File: src/rtl/output_hash_gen_pkg.sv
// Shared definitions for the output write-channel hash generator:
// register offsets, CTRL bit positions, FSM state type and default seed.
package output_hash_gen_pkg;

  typedef enum logic [1:0] {
    ST_IDLE   = 2'd0,
    ST_ACTIVE = 2'd1,
    ST_DRAIN  = 2'd2,
    ST_DONE   = 2'd3
  } state_e;

  // Register word index, i.e. address bits [4:2]
  localparam logic [2:0] REG_CTRL        = 3'd0;
  localparam logic [2:0] REG_STATUS      = 3'd1;
  localparam logic [2:0] REG_HASH        = 3'd2;
  localparam logic [2:0] REG_BEAT_CNT    = 3'd3;
  localparam logic [2:0] REG_BURST_CNT   = 3'd4;
  localparam logic [2:0] REG_OUTSTANDING = 3'd5;

  localparam int CTRL_CLEAR_BIT = 0;
  localparam int CTRL_ARM_BIT   = 1;
  localparam int CTRL_SEAL_BIT  = 2;

  localparam logic [31:0] DEFAULT_HASH_SEED = 32'h811C9DC5;
  localparam logic [1:0]  BRESP_OKAY        = 2'b00;

endpackage

File: src/rtl/output_hash_gen_hash_fold_lane.sv
// Byte-masked XOR fold of a wide AXI data beat down to 32 bits, plus the
// rotate-left-by-one-then-xor hash step. Shared with the read-side checker.
module hash_fold_lane
  import output_hash_gen_pkg::*;
#(
  parameter int AXI_WIDTH = 128
) (
  input  logic [AXI_WIDTH-1:0]   wdata_i,
  input  logic [AXI_WIDTH/8-1:0] wstrb_i,
  input  logic [31:0]            hash_i,
  output logic [31:0]            fold_o,
  output logic [31:0]            hash_next_o
);

  localparam int LANES = AXI_WIDTH / 32;

  always_comb begin
    fold_o = '0;
    for (int l = 0; l < LANES; l++) begin
      for (int b = 0; b < 4; b++) begin
        if (wstrb_i[4*l+b]) begin
          fold_o[8*b +: 8] = fold_o[8*b +: 8] ^ wdata_i[32*l + 8*b +: 8];
        end
      end
    end
  end

  assign hash_next_o = {hash_i[30:0], hash_i[31]} ^ fold_o;

endmodule

File: src/rtl/output_hash_gen.sv
// Passive snooper on the accelerator's AXI4 output write channel: folds accepted
// W beats into a 32-bit signature, tracks outstanding bursts, exposes registers.
module output_hash_gen
  import output_hash_gen_pkg::*;
#(
  parameter int          AXI_WIDTH       = 128,
  parameter int          AXI_STRB_WIDTH  = AXI_WIDTH / 8,
  parameter int          AXIL_WIDTH      = 32,
  parameter int          AXIL_ADDR_WIDTH = 40,
  parameter int          STRB_WIDTH      = 4,
  parameter int          OUTST_WIDTH     = 8,
  parameter logic [31:0] HASH_SEED       = DEFAULT_HASH_SEED
) (
  input  logic                       clk,
  input  logic                       rst,
  input  logic                       awvalid_i,
  input  logic                       awready_i,
  input  logic [AXI_WIDTH-1:0]       wdata_i,
  input  logic [AXI_STRB_WIDTH-1:0]  wstrb_i,
  input  logic                       wlast_i,
  input  logic                       wvalid_i,
  input  logic                       wready_i,
  input  logic                       bvalid_i,
  input  logic                       bready_i,
  input  logic [1:0]                 bresp_i,
  input  logic [AXIL_ADDR_WIDTH-1:0] reg_wr_addr_i,
  input  logic [AXIL_WIDTH-1:0]      reg_wr_data_i,
  input  logic [STRB_WIDTH-1:0]      reg_wr_strb_i,
  input  logic                       reg_wr_en_i,
  output logic                       reg_wr_ack_o,
  input  logic [AXIL_ADDR_WIDTH-1:0] reg_rd_addr_i,
  input  logic                       reg_rd_en_i,
  output logic [AXIL_WIDTH-1:0]      reg_rd_data_o,
  output logic                       reg_rd_ack_o,
  output logic                       hash_done_o
);

  localparam logic [OUTST_WIDTH-1:0] OUTST_ONE = OUTST_WIDTH'(1);
  localparam logic [OUTST_WIDTH-1:0] OUTST_MAX = '1;
  localparam logic [AXIL_WIDTH-1:0]  CNT_ONE   = AXIL_WIDTH'(1);

  state_e                  state_q;
  logic                    hash_done_q;
  logic [31:0]             hash_q, hash_d;
  logic [AXIL_WIDTH-1:0]   beat_cnt_q, beat_cnt_d;
  logic [AXIL_WIDTH-1:0]   burst_cnt_q, burst_cnt_d;
  logic [OUTST_WIDTH-1:0]  outst_q, outst_d;
  logic                    err_uf_q, err_uf_d;
  logic                    err_bresp_q, err_bresp_d;
  logic                    wr_ack_q, rd_ack_q;
  logic [AXIL_WIDTH-1:0]   rd_data_q, rd_mux;

  logic        aw_hs, w_hs, b_hs, absorb, busy, done;
  logic        ctrl_wr, ctrl_clear, ctrl_arm, ctrl_seal;
  logic [31:0] beat_fold, hash_next;
  logic        unused_bits;

  assign aw_hs  = awvalid_i & awready_i;
  assign w_hs   = wvalid_i & wready_i;
  assign b_hs   = bvalid_i & bready_i;
  assign busy   = (state_q == ST_ACTIVE) || (state_q == ST_DRAIN);
  assign done   = (state_q == ST_DONE);
  assign absorb = w_hs & busy;

  assign ctrl_wr    = reg_wr_en_i & reg_wr_strb_i[0] & (reg_wr_addr_i[4:2] == REG_CTRL);
  assign ctrl_clear = ctrl_wr & reg_wr_data_i[CTRL_CLEAR_BIT];
  assign ctrl_arm   = ctrl_wr & reg_wr_data_i[CTRL_ARM_BIT];
  assign ctrl_seal  = ctrl_wr & reg_wr_data_i[CTRL_SEAL_BIT];

  hash_fold_lane #(.AXI_WIDTH(AXI_WIDTH)) u_fold (
    .wdata_i     (wdata_i),
    .wstrb_i     (wstrb_i),
    .hash_i      (hash_q),
    .fold_o      (beat_fold),
    .hash_next_o (hash_next)
  );

  // Simultaneous AW and B cancel; saturation at either end flags the shared error bit.
  always_comb begin
    hash_d      = hash_q;
    beat_cnt_d  = beat_cnt_q;
    burst_cnt_d = burst_cnt_q;
    outst_d     = outst_q;
    err_uf_d    = err_uf_q;
    err_bresp_d = err_bresp_q;
    if (absorb) begin
      hash_d      = hash_next;
      beat_cnt_d  = beat_cnt_q + CNT_ONE;
      burst_cnt_d = burst_cnt_q + {{(AXIL_WIDTH-1){1'b0}}, wlast_i};
    end
    if (aw_hs && !b_hs) begin
      if (outst_q == OUTST_MAX) err_uf_d = 1'b1;
      else                      outst_d  = outst_q + OUTST_ONE;
    end else if (b_hs && !aw_hs) begin
      if (outst_q == '0) err_uf_d = 1'b1;
      else               outst_d  = outst_q - OUTST_ONE;
    end
    if (b_hs && (bresp_i != BRESP_OKAY)) err_bresp_d = 1'b1;
    if (ctrl_clear) begin
      hash_d      = HASH_SEED;
      beat_cnt_d  = '0;
      burst_cnt_d = '0;
      outst_d     = '0;
      err_uf_d    = 1'b0;
      err_bresp_d = 1'b0;
    end
  end

  always_ff @(posedge clk or posedge rst) begin
    if (rst) begin
      hash_q      <= HASH_SEED;
      beat_cnt_q  <= '0;
      burst_cnt_q <= '0;
      outst_q     <= '0;
      err_uf_q    <= 1'b0;
      err_bresp_q <= 1'b0;
    end else begin
      hash_q      <= hash_d;
      beat_cnt_q  <= beat_cnt_d;
      burst_cnt_q <= burst_cnt_d;
      outst_q     <= outst_d;
      err_uf_q    <= err_uf_d;
      err_bresp_q <= err_bresp_d;
    end
  end

  // CLEAR wins over ARM/SEAL in the same CTRL word.
  always_ff @(posedge clk or posedge rst) begin
    if (rst) begin
      state_q     <= ST_IDLE;
      hash_done_q <= 1'b0;
    end else if (ctrl_clear) begin
      state_q     <= ST_IDLE;
      hash_done_q <= 1'b0;
    end else begin
      case (state_q)
        ST_IDLE:   if (ctrl_arm) state_q <= ST_ACTIVE;
        ST_ACTIVE: if (ctrl_seal) state_q <= ST_DRAIN;
        ST_DRAIN: begin
          if ((outst_q == '0) && !w_hs) begin
            state_q     <= ST_DONE;
            hash_done_q <= 1'b1;
          end
        end
        ST_DONE:   state_q <= ST_DONE;
        default:   state_q <= ST_IDLE;
      endcase
    end
  end

  always_comb begin
    rd_mux = '0;
    case (reg_rd_addr_i[4:2])
      REG_STATUS:      rd_mux = {{(AXIL_WIDTH-4){1'b0}}, err_uf_q, err_bresp_q, busy, done};
      REG_HASH:        rd_mux = hash_q;
      REG_BEAT_CNT:    rd_mux = beat_cnt_q;
      REG_BURST_CNT:   rd_mux = burst_cnt_q;
      REG_OUTSTANDING: rd_mux = {{(AXIL_WIDTH-OUTST_WIDTH){1'b0}}, outst_q};
      default:         rd_mux = '0;
    endcase
  end

  // Read data samples pre-update state, so a same-cycle beat is not yet visible.
  always_ff @(posedge clk or posedge rst) begin
    if (rst) begin
      wr_ack_q  <= 1'b0;
      rd_ack_q  <= 1'b0;
      rd_data_q <= '0;
    end else begin
      wr_ack_q  <= reg_wr_en_i;
      rd_ack_q  <= reg_rd_en_i;
      rd_data_q <= reg_rd_en_i ? rd_mux : '0;
    end
  end

  assign reg_wr_ack_o  = wr_ack_q;
  assign reg_rd_ack_o  = rd_ack_q;
  assign reg_rd_data_o = rd_data_q;
  assign hash_done_o   = hash_done_q;

  assign unused_bits = ^{reg_wr_addr_i[AXIL_ADDR_WIDTH-1:5], reg_wr_addr_i[1:0],
                         reg_rd_addr_i[AXIL_ADDR_WIDTH-1:5], reg_rd_addr_i[1:0],
                         reg_wr_strb_i[STRB_WIDTH-1:1], reg_wr_data_i[AXIL_WIDTH-1:3],
                         beat_fold};

endmodule
File: config.mk
export PLATFORM = sky130hd
export DESIGN_NAME = output_hash_gen
export DESIGN_NICKNAME = d
export VERILOG_FILES = /design/src/rtl/output_hash_gen_pkg.sv /design/src/rtl/output_hash_gen_hash_fold_lane.sv /design/src/rtl/output_hash_gen.sv
export SDC_FILE = /design/constraint.sdc
export NUM_CORES = 1
export LEC_CHECK = 0
export ABC_AREA = 1
export CORE_MARGIN = 2
export CORE_UTILIZATION = 30
export DETAILED_ROUTE_END_ITERATION = 8
export PLACE_DENSITY = 0.58
export SLEW_MARGIN = 0
export SYNTH_ARGS = -nofsm -noshare
export SYNTH_HDL_FRONTEND = slang
export SYNTH_SLANG_ARGS = --single-unit
export TNS_END_PERCENT = 5
File: constraint.sdc
create_clock -name clk -period 5.2 [get_ports clk]
set_input_delay 1.04 -clock clk [delete_from_list [all_inputs] [get_ports clk]]
set_output_delay 1.04 -clock clk [all_outputs]
set_load 0.02 [all_outputs]
==> results of run 1 <==
routing by layer:
layer  up-vias  global-route usage [%]  routed length [µm]
met2       276                    29.2               14500
met5         -                       0                   0
met3        38                    3.09                1810
met1      4800                    22.8               14700
met4         0                    4.82                 630
li1       5517                       -                   -
cells in the mapped netlist, types with 2 or more instances:
cell | instances | area (µm²)
sky130_fd_sc_hd__o221ai_1 | 3 | 26.3
sky130_fd_sc_hd__nand3_4 | 3 | 52.6
sky130_fd_sc_hd__nand3_2 | 7 | 70.1
sky130_fd_sc_hd__nor2_4 | 11 | 124
sky130_fd_sc_hd__a31oi_1 | 5 | 31.3
sky130_fd_sc_hd__dfstp_2 | 14 | 368
sky130_fd_sc_hd__nand4_1 | 27 | 169
sky130_fd_sc_hd__inv_1 | 210 | 788
sky130_fd_sc_hd__nor3b_1 | 2 | 15.0
sky130_fd_sc_hd__buf_2 | 27 | 135
sky130_fd_sc_hd__xor2_1 | 2 | 17.5
sky130_fd_sc_hd__nand2_2 | 11 | 68.8
sky130_fd_sc_hd__buf_6 | 6 | 67.6
sky130_fd_sc_hd__nand3_1 | 155 | 776
sky130_fd_sc_hd__a41oi_1 | 3 | 26.3
sky130_fd_sc_hd__ha_1 | 14 | 175
sky130_fd_sc_hd__o21ai_2 | 3 | 26.3
sky130_fd_sc_hd__a22oi_1 | 3 | 22.5
sky130_fd_sc_hd__nor2_1 | 161 | 604
sky130_fd_sc_hd__inv_2 | 6 | 22.5
sky130_fd_sc_hd__nor2_8 | 2 | 40.0
sky130_fd_sc_hd__nor3_1 | 16 | 80.1
sky130_fd_sc_hd__buf_4 | 7 | 52.6
sky130_fd_sc_hd__a21oi_1 | 44 | 220
sky130_fd_sc_hd__nor3_2 | 2 | 20.0
sky130_fd_sc_hd__o22ai_1 | 24 | 150
sky130_fd_sc_hd__xnor2_1 | 57 | 499
sky130_fd_sc_hd__clkbuf_1 | 9 | 33.8
sky130_fd_sc_hd__o21ai_1 | 8 | 40.0
sky130_fd_sc_hd__o21ai_0 | 33 | 165
sky130_fd_sc_hd__nand2_4 | 2 | 22.5
sky130_fd_sc_hd__nand2_1 | 614 | 2300
sky130_fd_sc_hd__nor2_2 | 10 | 62.6
sky130_fd_sc_hd__dfrtp_1 | 129 | 3230
sky130_fd_sc_hd__nand3b_1 | 2 | 15.0
sky130_fd_sc_hd__clkinv_1 | 2 | 7.51
report_power, final:
group / leakage, nW / switching, mW / internal [mW]
combinational: 4.45 / 0.957 / 0.630
clock: 0.273 / 0.498 / 0.710
sequential: 1.82 / 0.260 / 1.41
sequential cells by signal, summed over array words and instances, names as in the netlist, 2 cells and up:
register	flops
burst_cnt_q	32
outst_q	8
reg_rd_data_o	32
state_q	2
beat_cnt_q	32
hash_q	32
kinds of logic (layout without fill, tap and decap cells):
kind of cell | after synthesis | after routing | synth area share (%)
AOI/OAI and AO/OA | 130 | 130 | 6.98
xor gates and xnor gates | 59 | 59 | 4.87
adders and majority gates | 15 | 15 | 1.84
buffers and inverters | 267 | 458 | 10.4
DFF | 143 | 143 | 33.9
and+or+nand+nor | 1028 | 1028 | 42.0
per-stage QoR:
step,setup slack [ns],instance area [µm²]
floorplan,0.345,10600
global placement,1.81,13000
detailed placement,1.78,13000
CTS,2.21,13500
global route,2.01,13500
finish,2.19,13500
area by class of cell:
class                      instances  area [µm²]
tap                              455         569
timing repair buffer             208        2060
fill                            3675       21200
sequential                       143        3600
clock buffer                      24         492
inverter                         218         823
multi-input combinational       1232        5910
clock inverter                     8        80.1
how the worst max path moves through the flow:
stage,cells past startpoint,from,slack (ns),end
2_1_floorplan,1,rst,0.35,beat_cnt_q[0]
3_3_place_gp,9,wvalid_i,1.81,hash_q[31]
3_5_place_dp,8,reg_wr_en_i,1.78,outst_q[6]
4_1_cts,8,reg_wr_en_i,2.21,outst_q[6]
5_1_grt,8,reg_wr_en_i,2.01,outst_q[5]
6_report,9,wvalid_i,2.19,hash_q[31]
worst reg2reg max path, delay by kind of cell, from the launching register on:
kind	cells	cell delay (ns)
flops	1	0.43
simple gates	4	0.70
fa+ha+maj	1	0.39
buf+inv	5	1.11
==> flow_results.xml, run 1 <==
<?xml version="1.0" encoding="UTF-8"?>
<metrics>
  <group name="run_status">
    <metric name="run_status" unit="">finished, final reports clean</metric>
  </group>
  <group name="setup_path">
    <metric name="startpoint_type" unit="">primary input</metric>
    <metric name="critPathMaxFanout" unit="">34</metric>
    <metric name="critPathRequiredTime" unit="ns">5.57</metric>
    <metric name="timing.critical_path.mode_cell" unit="">sky130_fd_sc_hd__nand2_1</metric>
    <metric name="worst_setup_path_end_kind" unit="">flip-flop</metric>
    <metric name="worst_r2r_startpoint" unit="">state_q[0]</metric>
    <metric name="timing.critical_path.slowest_stage_cell" unit="">sky130_fd_sc_hd__clkdlybuf4s50_1</metric>
    <metric name="path_cells" unit="">clkdlybuf4s50_1 -&gt; nand2_1 -&gt; nor2_4 -&gt; buf_4 -&gt; nand2_1 -&gt; inv_2 -&gt; nand3_1 -&gt; nand2_1 -&gt; inv_1</metric>
    <metric name="timing.rr.end" unit="">hash_q[31]</metric>
    <metric name="reg2reg_setup_slack" unit="ns">2.50</metric>
    <metric name="crit_family" unit="">buffers and inverters</metric>
    <metric name="worst-r2r-cell-count" unit="">10</metric>
    <metric name="timing_worst_setup_path_type" unit="">in -&gt; reg</metric>
    <metric name="arrival" unit="ns">3.38</metric>
    <metric name="worst-path-buf-inv" unit="">4</metric>
    <metric name="critical_path.max_stage_delay" unit="ns">0.56</metric>
  </group>
  <group name="synthesis">
    <metric name="synth.yosys.warnings" unit="">0</metric>
    <metric name="synth-async-reset-ratio" unit="%">100</metric>
    <metric name="dominantRegCellSynth" unit="">sky130_fd_sc_hd__dfrtp_1</metric>
    <metric name="synth-edff-count" unit="">0</metric>
    <metric name="yosys_register_bits" unit="">143</metric>
    <metric name="syn_avg_cell_area" unit="µm²">6.46</metric>
    <metric name="syn-num-nets" unit="">1930</metric>
    <metric name="synthesis.instances" unit="">1642</metric>
    <metric name="synth.yosys.seq_area_share" unit="%">33.9</metric>
    <metric name="post_synthesis_cell_area" unit="µm²">10600</metric>
    <metric name="ys_types" unit="">44</metric>
  </group>
  <group name="finish">
    <metric name="most_used_cells_in_the_layout_excluding_fill_and_tap_cells" unit="">sky130_fd_sc_hd__nand2_1, sky130_fd_sc_hd__inv_1, sky130_fd_sc_hd__clkdlybuf4s50_1</metric>
    <metric name="layout.cells.non_filler" unit="">2288</metric>
    <metric name="layout_commonest_cell" unit="">sky130_fd_sc_hd__nand2_1</metric>
    <metric name="syn_to_final_growth" unit="%">27.6</metric>
    <metric name="post_route_cells_drive_above_1_share" unit="%">6.06</metric>
    <metric name="final_util" unit="%">39.0</metric>
    <metric name="inserted_diodes" unit="">0</metric>
    <metric name="count_of_nets_after_finishing" unit="">2108</metric>
  </group>
  <group name="worst_hold_path">
    <metric name="min-delay-start" unit="">hash_q[25]</metric>
    <metric name="hold_crit_class" unit="">reg -&gt; reg</metric>
    <metric name="hold-path-endpoint" unit="">hash_q[25]</metric>
    <metric name="timing.hold.worst_path_depth" unit="">2</metric>
  </group>
  <group name="floorplan">
    <metric name="initial_utilization" unit="%">30.6</metric>
    <metric name="die_w" unit="µm">192</metric>
    <metric name="die_area" unit="µm²">36900</metric>
    <metric name="die_h" unit="µm">192</metric>
    <metric name="design.portCount" unit="">308</metric>
    <metric name="rows" unit="">68</metric>
    <metric name="core" unit="µm²">34700</metric>
  </group>
  <group name="place">
    <metric name="routabilityCongestion" unit="">0.878</metric>
    <metric name="portBuffers" unit="">201</metric>
    <metric name="dp.cells" unit="">2256</metric>
    <metric name="dpl.hpwl" unit="mm">23.8</metric>
  </group>
  <group name="global_routing">
    <metric name="gr-total-overflow" unit="">0</metric>
    <metric name="grt_pass1_wl" unit="mm">50.8</metric>
    <metric name="antenna_found_initial" unit="">0</metric>
    <metric name="first_global_vias" unit="">10100</metric>
    <metric name="grtUsageTotal" unit="%">17.3</metric>
    <metric name="grt_max_degree" unit="">102</metric>
  </group>
  <group name="cts">
    <metric name="clock-root-buffer" unit="">sky130_fd_sc_hd__clkbuf_16</metric>
    <metric name="htree_num_levels" unit="">4</metric>
    <metric name="insertion_delay" unit="ns">0.43</metric>
    <metric name="path_clk_slew" unit="ns">0.06</metric>
    <metric name="clkSinkCount" unit="">143</metric>
    <metric name="postCtsSetupRepairBufs" unit="">0</metric>
    <metric name="clock_tree_from_tritoncts" unit="">yes</metric>
    <metric name="ctsLongestPathBuffers" unit="">2</metric>
    <metric name="cts_resized" unit="">0</metric>
    <metric name="cts-buffers-inserted" unit="">17</metric>
    <metric name="cts_hold_buf" unit="">0</metric>
  </group>
  <group name="power_and_ir_drop">
    <metric name="vdd.ir_drop.worst" unit="mV">0.275</metric>
    <metric name="finalPower" unit="mW">4.47</metric>
    <metric name="cellPowerDensity" unit="nW/µm²">330</metric>
    <metric name="power.static_leakage" unit="nW">6.55</metric>
  </group>
  <group name="timing">
    <metric name="setup_viol" unit="">0</metric>
    <metric name="report.final.hold_viol_count" unit="">0</metric>
    <metric name="skew" unit="ns">0.0102</metric>
    <metric name="worstMarginPinSlew" unit="ns">1.05</metric>
    <metric name="max_freq" unit="GHz">0.332</metric>
    <metric name="rsz0062_at_grt" unit="">no</metric>
    <metric name="hold-worst-slack" unit="ns">0.504</metric>
    <metric name="finalWorstPathRequiredPeriod" unit="ns">3.01</metric>
    <metric name="slew-limit-headroom" unit="%">29.8</metric>
    <metric name="fin_tns_setup" unit="ns">0</metric>
    <metric name="timing_max_transition_violations_final" unit="">0</metric>
    <metric name="finalCritPeriodShare" unit="%">58.0</metric>
  </group>
  <group name="detailed_routing">
    <metric name="dr_total_vias" unit="">10600</metric>
    <metric name="drt.antenna.violating_nets" unit="">0</metric>
    <metric name="post-route-drc-count" unit="">0</metric>
    <metric name="totalWireLength" unit="mm">31.6</metric>
    <metric name="detail_route.iter0.violations" unit="">654</metric>
    <metric name="drt-vias-per-instance" unit="">4.65</metric>
    <metric name="detail_route.first_pass.iterations" unit="">5</metric>
    <metric name="drt-wirelength-per-cell" unit="µm">13.8</metric>
  </group>
  <group name="flow_run">
    <metric name="max-cap-violations" unit="">0</metric>
  </group>
</metrics>
No activity file was read; power rests on OpenSTA's default activity.
==> run 2: changes to the inputs <==
--- a/config.mk
+++ b/config.mk
@@ -9,7 +9,7 @@
 export CORE_MARGIN = 2
 export CORE_UTILIZATION = 30
 export DETAILED_ROUTE_END_ITERATION = 8
-export PLACE_DENSITY = 0.58
+export PLACE_DENSITY = 0.6
 export SLEW_MARGIN = 0
 export SYNTH_ARGS = -nofsm -noshare
 export SYNTH_HDL_FRONTEND = slang
==> constraint.sdc (replaced) <==
create_clock -name clk -period 2.4 [get_ports clk]
set_input_delay 0.48 -clock clk [delete_from_list [all_inputs] [get_ports clk]]
set_output_delay 0.48 -clock clk [all_outputs]
set_load 0.02 [all_outputs]
==> flow_results.xml, run 2 (synthesis results as in run 1) <==
<?xml version="1.0" encoding="UTF-8"?>
<metrics>
  <group name="floorplan">
    <metric name="initial_utilization" unit="%">30.6</metric>
    <metric name="die_h" unit="µm">192</metric>
    <metric name="design.portCount" unit="">308</metric>
    <metric name="core" unit="µm²">34700</metric>
    <metric name="rows" unit="">68</metric>
    <metric name="die_area" unit="µm²">36900</metric>
    <metric name="die_w" unit="µm">192</metric>
  </group>
  <group name="detailed_routing">
    <metric name="post-route-drc-count" unit="">0</metric>
    <metric name="detail_route.iter0.violations" unit="">643</metric>
    <metric name="drt-vias-per-instance" unit="">4.64</metric>
    <metric name="drt.antenna.violating_nets" unit="">0</metric>
    <metric name="dr_total_vias" unit="">10800</metric>
    <metric name="drt-wirelength-per-cell" unit="µm">13.8</metric>
    <metric name="detail_route.first_pass.iterations" unit="">4</metric>
    <metric name="totalWireLength" unit="mm">32.1</metric>
  </group>
  <group name="finish">
    <metric name="layout.cells.non_filler" unit="">2324</metric>
    <metric name="layout_commonest_cell" unit="">sky130_fd_sc_hd__nand2_1</metric>
    <metric name="post_route_cells_drive_above_1_share" unit="%">7.97</metric>
    <metric name="final_util" unit="%">40.1</metric>
    <metric name="inserted_diodes" unit="">0</metric>
    <metric name="count_of_nets_after_finishing" unit="">2146</metric>
    <metric name="fin_area" unit="µm²">13900</metric>
    <metric name="most_used_cells_in_the_layout_excluding_fill_and_tap_cells" unit="">sky130_fd_sc_hd__nand2_1, sky130_fd_sc_hd__inv_1, sky130_fd_sc_hd__clkdlybuf4s50_1</metric>
    <metric name="syn_to_final_growth" unit="%">31.1</metric>
  </group>
  <group name="timing">
    <metric name="finalWorstPathRequiredPeriod" unit="ns">2.14</metric>
    <metric name="report.final.hold_viol_count" unit="">0</metric>
    <metric name="setup_viol" unit="">0</metric>
    <metric name="slew-limit-headroom" unit="%">65.3</metric>
    <metric name="worstMarginPinSlew" unit="ns">0.520</metric>
    <metric name="timing_max_transition_violations_final" unit="">0</metric>
    <metric name="finalCritPeriodShare" unit="%">89.1</metric>
    <metric name="skew" unit="ns">0.00839</metric>
    <metric name="max_freq" unit="GHz">0.468</metric>
    <metric name="rsz0062_at_grt" unit="">no</metric>
  </group>
  <group name="cts">
    <metric name="cts_hold_buf" unit="">0</metric>
    <metric name="cts-buffers-inserted" unit="">17</metric>
    <metric name="path_clk_slew" unit="ns">0.06</metric>
    <metric name="ctsLongestPathBuffers" unit="">2</metric>
    <metric name="htree_num_levels" unit="">4</metric>
    <metric name="clock-root-buffer" unit="">sky130_fd_sc_hd__clkbuf_16</metric>
    <metric name="cts_resized" unit="">0</metric>
    <metric name="postCtsSetupRepairBufs" unit="">0</metric>
    <metric name="insertion_delay" unit="ns">0.43</metric>
    <metric name="clock_tree_from_tritoncts" unit="">yes</metric>
    <metric name="clkSinkCount" unit="">143</metric>
  </group>
  <group name="run_status">
    <metric name="run_status" unit="">finished, final reports clean</metric>
  </group>
  <group name="place">
    <metric name="dpl.hpwl" unit="mm">24.8</metric>
    <metric name="routabilityCongestion" unit="">0.894</metric>
    <metric name="dpl_cell_area" unit="µm²">13300</metric>
    <metric name="dp.cells" unit="">2294</metric>
    <metric name="portBuffers" unit="">201</metric>
  </group>
  <group name="setup_path">
    <metric name="critical_path.startpoint" unit="">state_q[0]</metric>
    <metric name="timing_worst_setup_path_type" unit="">reg -&gt; reg</metric>
    <metric name="critPathRequiredTime" unit="ns">2.76</metric>
    <metric name="critPathMaxFanout" unit="">26</metric>
    <metric name="worst_setup_path_end_kind" unit="">flip-flop</metric>
    <metric name="arrival" unit="ns">2.50</metric>
    <metric name="worst_r2r_startpoint" unit="">state_q[0]</metric>
    <metric name="startpoint_type" unit="">flip-flop</metric>
  </group>
  <group name="flow_run">
    <metric name="max-cap-violations" unit="">0</metric>
  </group>
  <group name="global_routing">
    <metric name="grtUsageTotal" unit="%">17.7</metric>
    <metric name="grt_pass1_wl" unit="mm">51.8</metric>
    <metric name="grt.met2_usage" unit="%">29.3</metric>
    <metric name="top_usage_layer" unit="">met2</metric>
    <metric name="gr-total-overflow" unit="">0</metric>
    <metric name="global_route.usage.met3" unit="%">3.11</metric>
    <metric name="met1_usage" unit="%">23.3</metric>
    <metric name="antenna_found_initial" unit="">0</metric>
    <metric name="first_global_vias" unit="">10500</metric>
    <metric name="grt_max_degree" unit="">86</metric>
  </group>
  <group name="worst_hold_path">
    <metric name="hold_crit_class" unit="">reg -&gt; reg</metric>
    <metric name="min-delay-start" unit="">hash_q[29]</metric>
  </group>
  <group name="power_and_ir_drop">
    <metric name="vdd.ir_drop.worst" unit="mV">0.567</metric>
    <metric name="power.static_leakage" unit="nW">6.77</metric>
    <metric name="cellPowerDensity" unit="nW/µm²">717</metric>
  </group>
</metrics>
==> run 2: area by class of cell <==
| class | count | area, µm² |
|---|---|---|
| clock buffer | 19 | 443 |
| clock inverter | 11 | 143 |
| fill | 3696 | 20800 |
| inverter | 218 | 822 |
| multi-input combinational | 1232 | 5910 |
| sequential | 143 | 3600 |
| tap | 455 | 569 |
| timing repair buffer | 246 | 2420 |
==> run 2: routing by layer <==
metal | routed length (µm) | share of wire, %
met5 | 0 | 0
met4 | 771 | 2.4
met3 | 1690 | 5.2
met2 | 14600 | 45
met1 | 15100 | 47
==> run 2: critical path, stage by stage (launching register included) <==
cell and delay [ns]:
sky130_fd_sc_hd__dfrtp_1 0.43, sky130_fd_sc_hd__inv_1 0.09, sky130_fd_sc_hd__ha_1 0.39, sky130_fd_sc_hd__inv_1 0.10, sky130_fd_sc_hd__nor2_4 0.33, sky130_fd_sc_hd__nand2_1 0.14, sky130_fd_sc_hd__inv_2 0.15, sky130_fd_sc_hd__buf_12 0.20
sky130_fd_sc_hd__nand3_1 0.10, sky130_fd_sc_hd__nand2_1 0.07, sky130_fd_sc_hd__inv_1 0.04
==> run 2: worst paths after layout <==
check | end | slack, ns | cells past startpoint
max reg2reg | hash_q[10] | 0.26 | 10
min in group asynchronous | reg_rd_data_o[2] | 0.52 | 3
max | hash_q[10] | 0.26 | 10
max in group asynchronous | hash_q[24] | 1.41 | 3
min reg2reg | hash_q[29] | 0.51 | 2
min | hash_q[29] | 0.51 | 2
==> run 2: metrics by stage <==
step	setup WS [ns]	hold slack, ns	power (mW)	TNS (ns)
after global routing	0.0518	0.519	10.8	0
after global placement	-0.0692	0.486	7.23	-0.115
after CTS	0.261	0.508	10.1	0
final	0.262	0.509	9.98	0
after floorplan	0.140	0.465	5.97	0
after detailed placement	-0.0927	0.493	7.32	-0.348
==> run 2: report_power, final <==
group	total (mW)	switching [mW]	leakage [nW]	internal, mW
clock	2.71	1.07	0.284	1.64
sequential	3.63	0.568	1.82	3.07
combinational	3.63	2.10	4.66	1.52
==> run 3: changes to the inputs <==
--- a/config.mk
+++ b/config.mk
@@ -10,6 +10,7 @@
 export CORE_UTILIZATION = 30
 export DETAILED_ROUTE_END_ITERATION = 8
 export PLACE_DENSITY = 0.6
+export SKIP_LAST_GASP = 1
 export SLEW_MARGIN = 0
 export SYNTH_ARGS = -nofsm -noshare
 export SYNTH_HDL_FRONTEND = slang
==> results of run 3 <==
Final layout, timing and power as in run 2 (identical DEF).
